==> config.mk <==
export PLATFORM = sky130hd
export DESIGN_NAME = seq_restoring_divider
export DESIGN_NICKNAME = d
export VERILOG_FILES = /design/src/rtl/div_pkg.sv /design/src/rtl/div_step.sv /design/src/rtl/seq_restoring_divider.sv
export SDC_FILE = /design/constraint.sdc
export NUM_CORES = 1
export LEC_CHECK = 0
export CORE_MARGIN = 2
export CORE_UTILIZATION = 48
export CTS_CLUSTER_DIAMETER = 50
export DETAILED_ROUTE_END_ITERATION = 10
export PLACE_DENSITY_LB_ADDON = 0.25
export SLEW_MARGIN = 30
export SYNTH_ARGS = -nofsm -noshare
export SYNTH_HDL_FRONTEND = slang
export SYNTH_SLANG_ARGS = --single-unit
==> constraint.sdc <==
create_clock -name clk_i -period 3.5 [get_ports clk_i]
set_input_delay 0.875 -clock clk_i [delete_from_list [all_inputs] [get_ports clk_i]]
set_output_delay 0.875 -clock clk_i [all_outputs]
set_load 0.01 [all_outputs]
==> src/rtl/div_pkg.sv <==
// Shared types and constants for the sequential restoring divider.
package div_pkg;

  typedef enum logic [1:0] {
    IDLE = 2'd0,
    RUN  = 2'd1,
    DONE = 2'd2
  } state_e;

  localparam int DEF_WIDTH = 8;

  // Wide all-ones pattern; users slice it down to their own width.
  localparam logic [63:0] SAT_ONES = '1;

endpackage

==> src/rtl/div_step.sv <==
// One combinational restoring-division iteration: shift in the next dividend
// bit, subtract the divisor when it fits, and report the quotient bit.
module div_step #(
  parameter int WIDTH = 8
) (
  input  logic [WIDTH-1:0] rem_i,
  input  logic             bit_i,
  input  logic [WIDTH-1:0] divisor_i,
  output logic [WIDTH-1:0] rem_o,
  output logic             q_bit_o
);

  logic [WIDTH:0] shifted;
  logic           fits;

  assign shifted = {rem_i, bit_i};
  assign fits    = (shifted >= {1'b0, divisor_i});

  // Because rem_i < divisor_i, a fitting difference always fits in WIDTH bits,
  // so only the low bits of the subtraction are needed.
  always_comb begin
    q_bit_o = fits;
    if (fits) begin
      rem_o = shifted[WIDTH-1:0] - divisor_i;
    end else begin
      rem_o = shifted[WIDTH-1:0];
    end
  end

endmodule

==> src/rtl/seq_restoring_divider.sv <==
// Multi-cycle restoring divider: 2*WIDTH-bit dividend / WIDTH-bit divisor with
// valid/ready handshakes and divide-by-zero / quotient-overflow detection.
module seq_restoring_divider
  import div_pkg::*;
#(
  parameter  int WIDTH = DEF_WIDTH,
  localparam int CNT_W = $clog2(WIDTH) + 1
) (
  input  logic               clk_i,
  input  logic               rst_i,
  input  logic               in_valid_i,
  output logic               in_ready_o,
  input  logic [2*WIDTH-1:0] dividend_i,
  input  logic [WIDTH-1:0]   divisor_i,
  output logic               out_valid_o,
  input  logic               out_ready_i,
  output logic [WIDTH-1:0]   quotient_o,
  output logic [WIDTH-1:0]   remainder_o,
  output logic               div0_o,
  output logic               ovf_o
);

  localparam logic [WIDTH-1:0] QUOT_SAT = SAT_ONES[WIDTH-1:0];
  localparam logic [CNT_W-1:0] LAST_IT  = CNT_W'(WIDTH - 1);

  state_e           state_q, state_d;
  logic [WIDTH-1:0] rem_q, rem_d;
  logic [WIDTH-1:0] shq_q, shq_d;
  logic [WIDTH-1:0] dvs_q, dvs_d;
  logic [CNT_W-1:0] cnt_q, cnt_d;
  logic [WIDTH-1:0] quotient_q, quotient_d;
  logic [WIDTH-1:0] remainder_q, remainder_d;
  logic             div0_q, div0_d;
  logic             ovf_q, ovf_d;
  logic             in_ready_q, in_ready_d;
  logic             out_valid_q, out_valid_d;

  logic [WIDTH-1:0] step_rem;
  logic             step_bit;

  div_step #(.WIDTH(WIDTH)) u_step (
    .rem_i     (rem_q),
    .bit_i     (shq_q[WIDTH-1]),
    .divisor_i (dvs_q),
    .rem_o     (step_rem),
    .q_bit_o   (step_bit)
  );

  always_comb begin
    state_d     = state_q;
    rem_d       = rem_q;
    shq_d       = shq_q;
    dvs_d       = dvs_q;
    cnt_d       = cnt_q;
    quotient_d  = quotient_q;
    remainder_d = remainder_q;
    div0_d      = div0_q;
    ovf_d       = ovf_q;
    in_ready_d  = in_ready_q;
    out_valid_d = out_valid_q;

    unique case (state_q)
      IDLE: begin
        if (in_valid_i && in_ready_q) begin
          in_ready_d = 1'b0;
          dvs_d      = divisor_i;
          if (divisor_i == '0) begin
            state_d     = DONE;
            out_valid_d = 1'b1;
            quotient_d  = QUOT_SAT;
            remainder_d = dividend_i[WIDTH-1:0];
            div0_d      = 1'b1;
            ovf_d       = 1'b0;
          end else if (dividend_i[2*WIDTH-1:WIDTH] >= divisor_i) begin
            // The quotient would need more than WIDTH bits.
            state_d     = DONE;
            out_valid_d = 1'b1;
            quotient_d  = QUOT_SAT;
            remainder_d = '0;
            div0_d      = 1'b0;
            ovf_d       = 1'b1;
          end else begin
            state_d = RUN;
            rem_d   = dividend_i[2*WIDTH-1:WIDTH];
            shq_d   = dividend_i[WIDTH-1:0];
            cnt_d   = '0;
          end
        end
      end

      RUN: begin
        rem_d = step_rem;
        shq_d = {shq_q[WIDTH-2:0], step_bit};
        cnt_d = cnt_q + 1'b1;
        if (cnt_q == LAST_IT) begin
          state_d     = DONE;
          out_valid_d = 1'b1;
          quotient_d  = {shq_q[WIDTH-2:0], step_bit};
          remainder_d = step_rem;
          div0_d      = 1'b0;
          ovf_d       = 1'b0;
        end
      end

      DONE: begin
        if (out_ready_i) begin
          state_d     = IDLE;
          out_valid_d = 1'b0;
          in_ready_d  = 1'b1;
        end
      end

      default: begin
        state_d     = IDLE;
        out_valid_d = 1'b0;
        in_ready_d  = 1'b1;
      end
    endcase
  end

  always_ff @(posedge clk_i) begin
    if (rst_i) begin
      state_q     <= IDLE;
      rem_q       <= '0;
      shq_q       <= '0;
      dvs_q       <= '0;
      cnt_q       <= '0;
      quotient_q  <= '0;
      remainder_q <= '0;
      div0_q      <= 1'b0;
      ovf_q       <= 1'b0;
      in_ready_q  <= 1'b1;
      out_valid_q <= 1'b0;
    end else begin
      state_q     <= state_d;
      rem_q       <= rem_d;
      shq_q       <= shq_d;
      dvs_q       <= dvs_d;
      cnt_q       <= cnt_d;
      quotient_q  <= quotient_d;
      remainder_q <= remainder_d;
      div0_q      <= div0_d;
      ovf_q       <= ovf_d;
      in_ready_q  <= in_ready_d;
      out_valid_q <= out_valid_d;
    end
  end

  assign in_ready_o  = in_ready_q;
  assign out_valid_o = out_valid_q;
  assign quotient_o  = quotient_q;
  assign remainder_o = remainder_q;
  assign div0_o      = div0_q;
  assign ovf_o       = ovf_q;

endmodule

==> results of run 1 <==
## routing by layer
layer  routed length [um]  part of all wire  up-vias  global-route usage
li1                     -                 -     1401                   -
met1                 3436              0.47     1283              0.2991
met2                 3342              0.46       84              0.3798
met3                  407             0.056       10             0.05217
met4                   89             0.012        0             0.05000
met5                    0                 0        -                   0
## area by class of cell
class | count | area [um^2] | share of cell area
multi-input cells | 269 | 1753 | 0.4893
flip-flops and latches | 50 | 1001 | 0.2794
repair buffers | 57 | 558.0 | 0.1558
well taps | 75 | 93.84 | 0.02620
inverters | 21 | 78.83 | 0.02200
clock buffers | 5 | 68.82 | 0.01921
clock inverters | 3 | 28.78 | 0.008034
## power breakdown
part	internal (W)	switching, W	total [W]
Sequential	0.000647	0.0000668	0.000714
Clock	0.000149	0.000222	0.000370
Combinational	0.000378	0.000510	0.000888
## per-stage QoR
step | setup WS [ns] | cell area [um^2] | hold slack, ns
after floorplan | 0.8252 | 2947 | 0.4363
after global routing | 0.3270 | 3582 | 0.4963
after detailed placement | 0.1898 | 3482 | 0.4498
final | 0.4871 | 3582 | 0.4651
after CTS | 0.5166 | 3580 | 0.4639
after global placement | 0.2386 | 3482 | 0.4444
## state kept, by name, summed over array words and instances, names as in the netlist
name	count
dvs_q	8
div0_o	1
shq_q	8
quotient_o	8
cnt_q	4
out_valid_o	1
rem_q	8
state_q	2
remainder_o	8
in_ready_o	1
ovf_o	1
## final timing paths
kind | end | cells after the start | start
setup / recovery | shq_q[0] | 9 | divisor_i[2]
hold / removal | dvs_q[7] | 2 | dvs_q[7]
hold reg to reg | dvs_q[7] | 2 | dvs_q[7]
setup reg to reg | remainder_o[6] | 9 | shq_q[7]
## worst max-delay path, cell delays in order
cell	delay, ns
clkdlybuf4s50_1	0.50
inv_1	0.05
ha_1	0.19
or4_1	0.54
a21oi_2	0.19
a211o_2	0.17
nand3_2	0.26
mux2i_1	0.21
a211oi_1	0.25
## cells by family (layout without fill, tap and decap cells)
logic type,after synthesis,after routing,share of synthesized area
xor gates and xnor gates,3,3,0.008919
adders and majority gates,18,18,0.07898
DFF,50,50,0.3397
AOI/OAI and AO/OA,97,97,0.2374
muxes,11,11,0.03779
buffers and inverters,42,86,0.06624
and+or+nand+nor,140,140,0.2310
## cell usage after synthesis, types with 2 or more instances
library cell and n:
nor2_1 43, nand2b_1 5, o21ai_0 11, o21a_1 3
dfxtp_1 50, or4_4 2, a31oi_1 5, buf_1 2
a31o_2 2, buf_2 3, a211oi_1 16, inv_1 21
nor3_1 10, and3_1 3, xor2_1 2, nand2_1 39
a311oi_1 12, and2_1 2, buf_6 3, nand4_1 5
ha_1 17, o31ai_1 2, or3_1 4, mux2i_1 10
a21o_1 5, nor2b_1 4, o211ai_1 2, nand3_1 15
o22ai_1 4, o311a_1 2, o31a_1 2, a21oi_1 21
clkbuf_1 12, or4_1 2
==> flow_metrics.tcl, run 1 <==
set metrics [dict create \
    synth_edf_count 0 \
    netlist_area_um2 2947 \
    insertion_delay_ns 0.32 \
    nNetsFinal 450 \
    worstMarginPinSlew_ns 0.8587 \
    rsz0062_at_grt "no" \
    crit_fanout 9 \
    path_clk_slew_ns 0.10 \
    pin_count 48 \
    dieArea_um2 6782 \
    hold_class "reg2reg" \
    drive_gt1_frac 0.07901 \
    synth-seq-cells 50 \
    drc 0 \
    viasPerCell 5.788 \
    netlist-cell-type-count 54 \
    post_cts_resized 0 \
    worst_setup_path_end_kind "register" \
    dr.pass1.iters 5 \
    synth_nets 407 \
    place_congestion 0.8574 \
    worstSetupStartpointType "input pin" \
    cts_made_buffers 5 \
    final_common_cell "dfxtp_1" \
    synth_area_leaders "dfxtp_1 34%, ha_1 7.2%, nor2_1 5.5%" \
    n_fill_cell 534 \
    hold_buffers 0 \
    r2r_slack_ns 0.96 \
    irDropWorstVdd_mv 0.2455 \
    synth_top_area_cell "dfxtp_1" \
    cts.sinks 50 \
    rows 28 \
    port-buffer-count 47 \
    synth_flop_cell "dfxtp_1" \
    grt_overflow 0 \
    worst-endpoint-arrival_ns 3.23 \
    total_power_w 0.001972 \
    min_period_ns 3.013 \
    finClkSkew_ns 0.01103 \
    status "finished, final reports clean" \
    initial_core_util 0.4977 \
    yosys_warnings 0 \
    yosysTopAreaCellShare 0.3397 \
    grt_pass1_wl_mm 11.86 \
    place_inst 472 \
    dr.first_iter.drc_count 179 \
    antennaDiodeCount 0 \
    final_util 0.6050 \
    slew_viol_final 0 \
    synthCells 361 \
    wire_per_inst_um 15.16 \
    clock-root-buffer "clkbuf_8" \
    tritoncts "yes" \
    antenna_found_initial 0 \
    post_cts_buffers 0 \
    slew_headroom 0.4275 \
    maxCapViolations 0 \
    routed_wl_mm 7.275 \
    grt_start_max_net_pins 33 \
    async_reset_ff_frac 0 \
    cts_max_level 2 \
    criticalPathCategory "in2reg" \
    grt_pass1_vias 2505 \
    setup_tns_ns 0 \
    hold_viol 0 \
    fp.dieW_um 82.35 \
    grt_util_all_layers 0.2276 \
    die_y_um 82.35 \
    coreArea_um2 5921 \
    synth-seq-area-share 0.3397 \
    cp.required_ns 3.72 \
    period_share 0.8608 \
    routed-via-count 2778 \
    synth_area_per_cell_um2 8.162 \
    ctsLongestPathBuffers 2 \
    setup_viol 0 \
    leakage_nw 1.421 \
    fmax_ghz 0.3319 \
    dp_hpwl_mm 5.521 \
    ant_nets 0 \
    powerDensity_nw_per_um2 550.5 \
    layout.cells.non_filler 480 \
    mostFrequentLayoutCells "50 x dfxtp_1, 47 x clkdlybuf4s50_1, 43 x nor2_1" \
    area_growth_pct 21.57 \
]
Power figures use the tool's default switching activity.
==> run 2: changes to the inputs <==
SETUP_SLACK_MARGIN = 0.2   (was default)
==> results of run 2 <==
No change in the layout: final DEF, timing and power equal those of run 1.
==> run 3: changes to the inputs <==
CORE_ASPECT_RATIO = 1.5   (was default)
CORE_MARGIN = 3   (was 2)
TNS_END_PERCENT = 30   (was default)
==> flow_metrics.tcl, run 3 (synthesized netlist as in run 1, its figures left out) <==
set metrics [dict create \
    grt_pass1_wl_mm 12.34 \
    wire_per_inst_um 15.36 \
    ant_nets 0 \
    post_cts_resized 0 \
    die_y_um 102.0 \
    tritoncts "yes" \
    p_sw_frac 0.3875 \
    min_period_ns 3.052 \
    cts.sinks 50 \
    area_growth_pct 21.95 \
    slew_viol_final 0 \
    status "finished, final reports clean" \
    mostFrequentLayoutCells "50 x dfxtp_1, 47 x clkdlybuf4s50_1, 43 x nor2_1" \
    grt_util_all_layers 0.2136 \
    fp.dieW_um 69.97 \
    dieArea_um2 7134 \
    grt_pass1_vias 2676 \
    drc 0 \
    pin_count 48 \
    seqPwrFrac 0.366 \
    period_share 0.8721 \
    rows 34 \
    worst-endpoint-arrival_ns 3.21 \
    hold_buffers 0 \
    port-buffer-count 47 \
    clock-root-buffer "clkbuf_8" \
    cts_made_buffers 5 \
    viasPerCell 5.783 \
    cp.required_ns 3.65 \
    maxCapViolations 0 \
    leakage_nw 1.438 \
    use_met3 0.03150 \
    worstSetupStartpointType "input pin" \
    grt_start_max_net_pins 26 \
    busiest_layer "met2" \
    crit_fanout 17 \
    p_int_w 0.001192 \
    setup_tns_ns 0 \
    total_power_w 0.001947 \
    final_util 0.6121 \
    worst_setup_path_end_kind "register" \
    setup_viol 0 \
    path_clk_slew_ns 0.09 \
    ctsLongestPathBuffers 2 \
    dr.first_iter.drc_count 171 \
    irDropWorstVdd_mv 0.2533 \
    post_cts_buffers 0 \
    power_frac_comb 0.445 \
    cts_max_level 2 \
    antenna_found_initial 0 \
    power.switching_w 0.0007543 \
    finClkSkew_ns 0.009450 \
    hold_class "reg2reg" \
    slew_headroom 0.3968 \
    clock_power_share 0.190 \
    hold_viol 0 \
    antennaDiodeCount 0 \
    powerDensity_nw_per_um2 541.7 \
    grt_overflow 0 \
    use_met1 0.2415 \
    dp_hpwl_mm 5.842 \
    initial_core_util 0.5019 \
    nNetsFinal 453 \
    dr.pass1.iters 4 \
    drive_gt1_frac 0.08333 \
    routed-via-count 2776 \
    criticalPathCategory "in2reg" \
    final_common_cell "dfxtp_1" \
    worstMarginPinSlew_ns 0.9019 \
    insertion_delay_ns 0.30 \
    grt_use_met2 0.3926 \
    rsz0062_at_grt "no" \
    place_congestion 0.9313 \
    fmax_ghz 0.3276 \
    coreArea_um2 5871 \
    routed_wl_mm 7.372 \
]
==> run 3: power groups by stage <==
stage	clock network, W	logic, W	registers (W)
after floorplan	0	0.000606	0.000715
after global placement	0	0.000839	0.000723
after detailed placement	0	0.000858	0.000724
after CTS	0.000379	0.000862	0.000710
after global routing	0.000400	0.000964	0.000722
final	0.000369	0.000866	0.000712
==> run 3: worst max-delay path: stages <==
cell and delay [ns]:
clkdlybuf4s50_1 0.50, inv_1 0.05, ha_1 0.18, or4_1 0.53, a21oi_2 0.19, a2111oi_2 0.08
a211o_1 0.36, buf_4 0.22, nor2_1 0.15, a311oi_2 0.06
==> run 3: routing by layer <==
layer | vias up | wire, um
li1 | 1402 | -
met1 | 1272 | 2998
met2 | 86 | 3768
met3 | 16 | 378
met4 | 0 | 226
met5 | - | 0
==> run 3: path summary, 6_finish.rpt <==
kind | start | endpoint | slack, ns | cells after the start
max | divisor_i[2] | remainder_o[2] | 0.45 | 10
min | dvs_q[2] | dvs_q[2] | 0.46 | 2
max reg2reg | dvs_q[1] | remainder_o[6] | 0.92 | 8
min reg2reg | dvs_q[2] | dvs_q[2] | 0.46 | 2
==> run 3: layout make-up <==
cell class	count	area [um^2]
clock buffer	7	96.34
clock inverter	1	8.758
fill	558	2277
inverter	21	78.83
multi-input combinational	269	1750
sequential	50	1001
tap	72	90.09
timing repair buffer	60	568.0
==> run 3: per-stage QoR <==
step,cell area [um^2],hold WS (ns),setup slack (ns),instances
2_1_floorplan,2947,0.4363,0.8252,361
3_3_place_gp,3488,0.4452,0.2128,472
3_5_place_dp,3488,0.4482,0.1364,472
4_1_cts,3593,0.4601,0.4664,480
5_1_grt,3593,0.4921,0.3120,480
6_report,3593,0.4583,0.4478,480
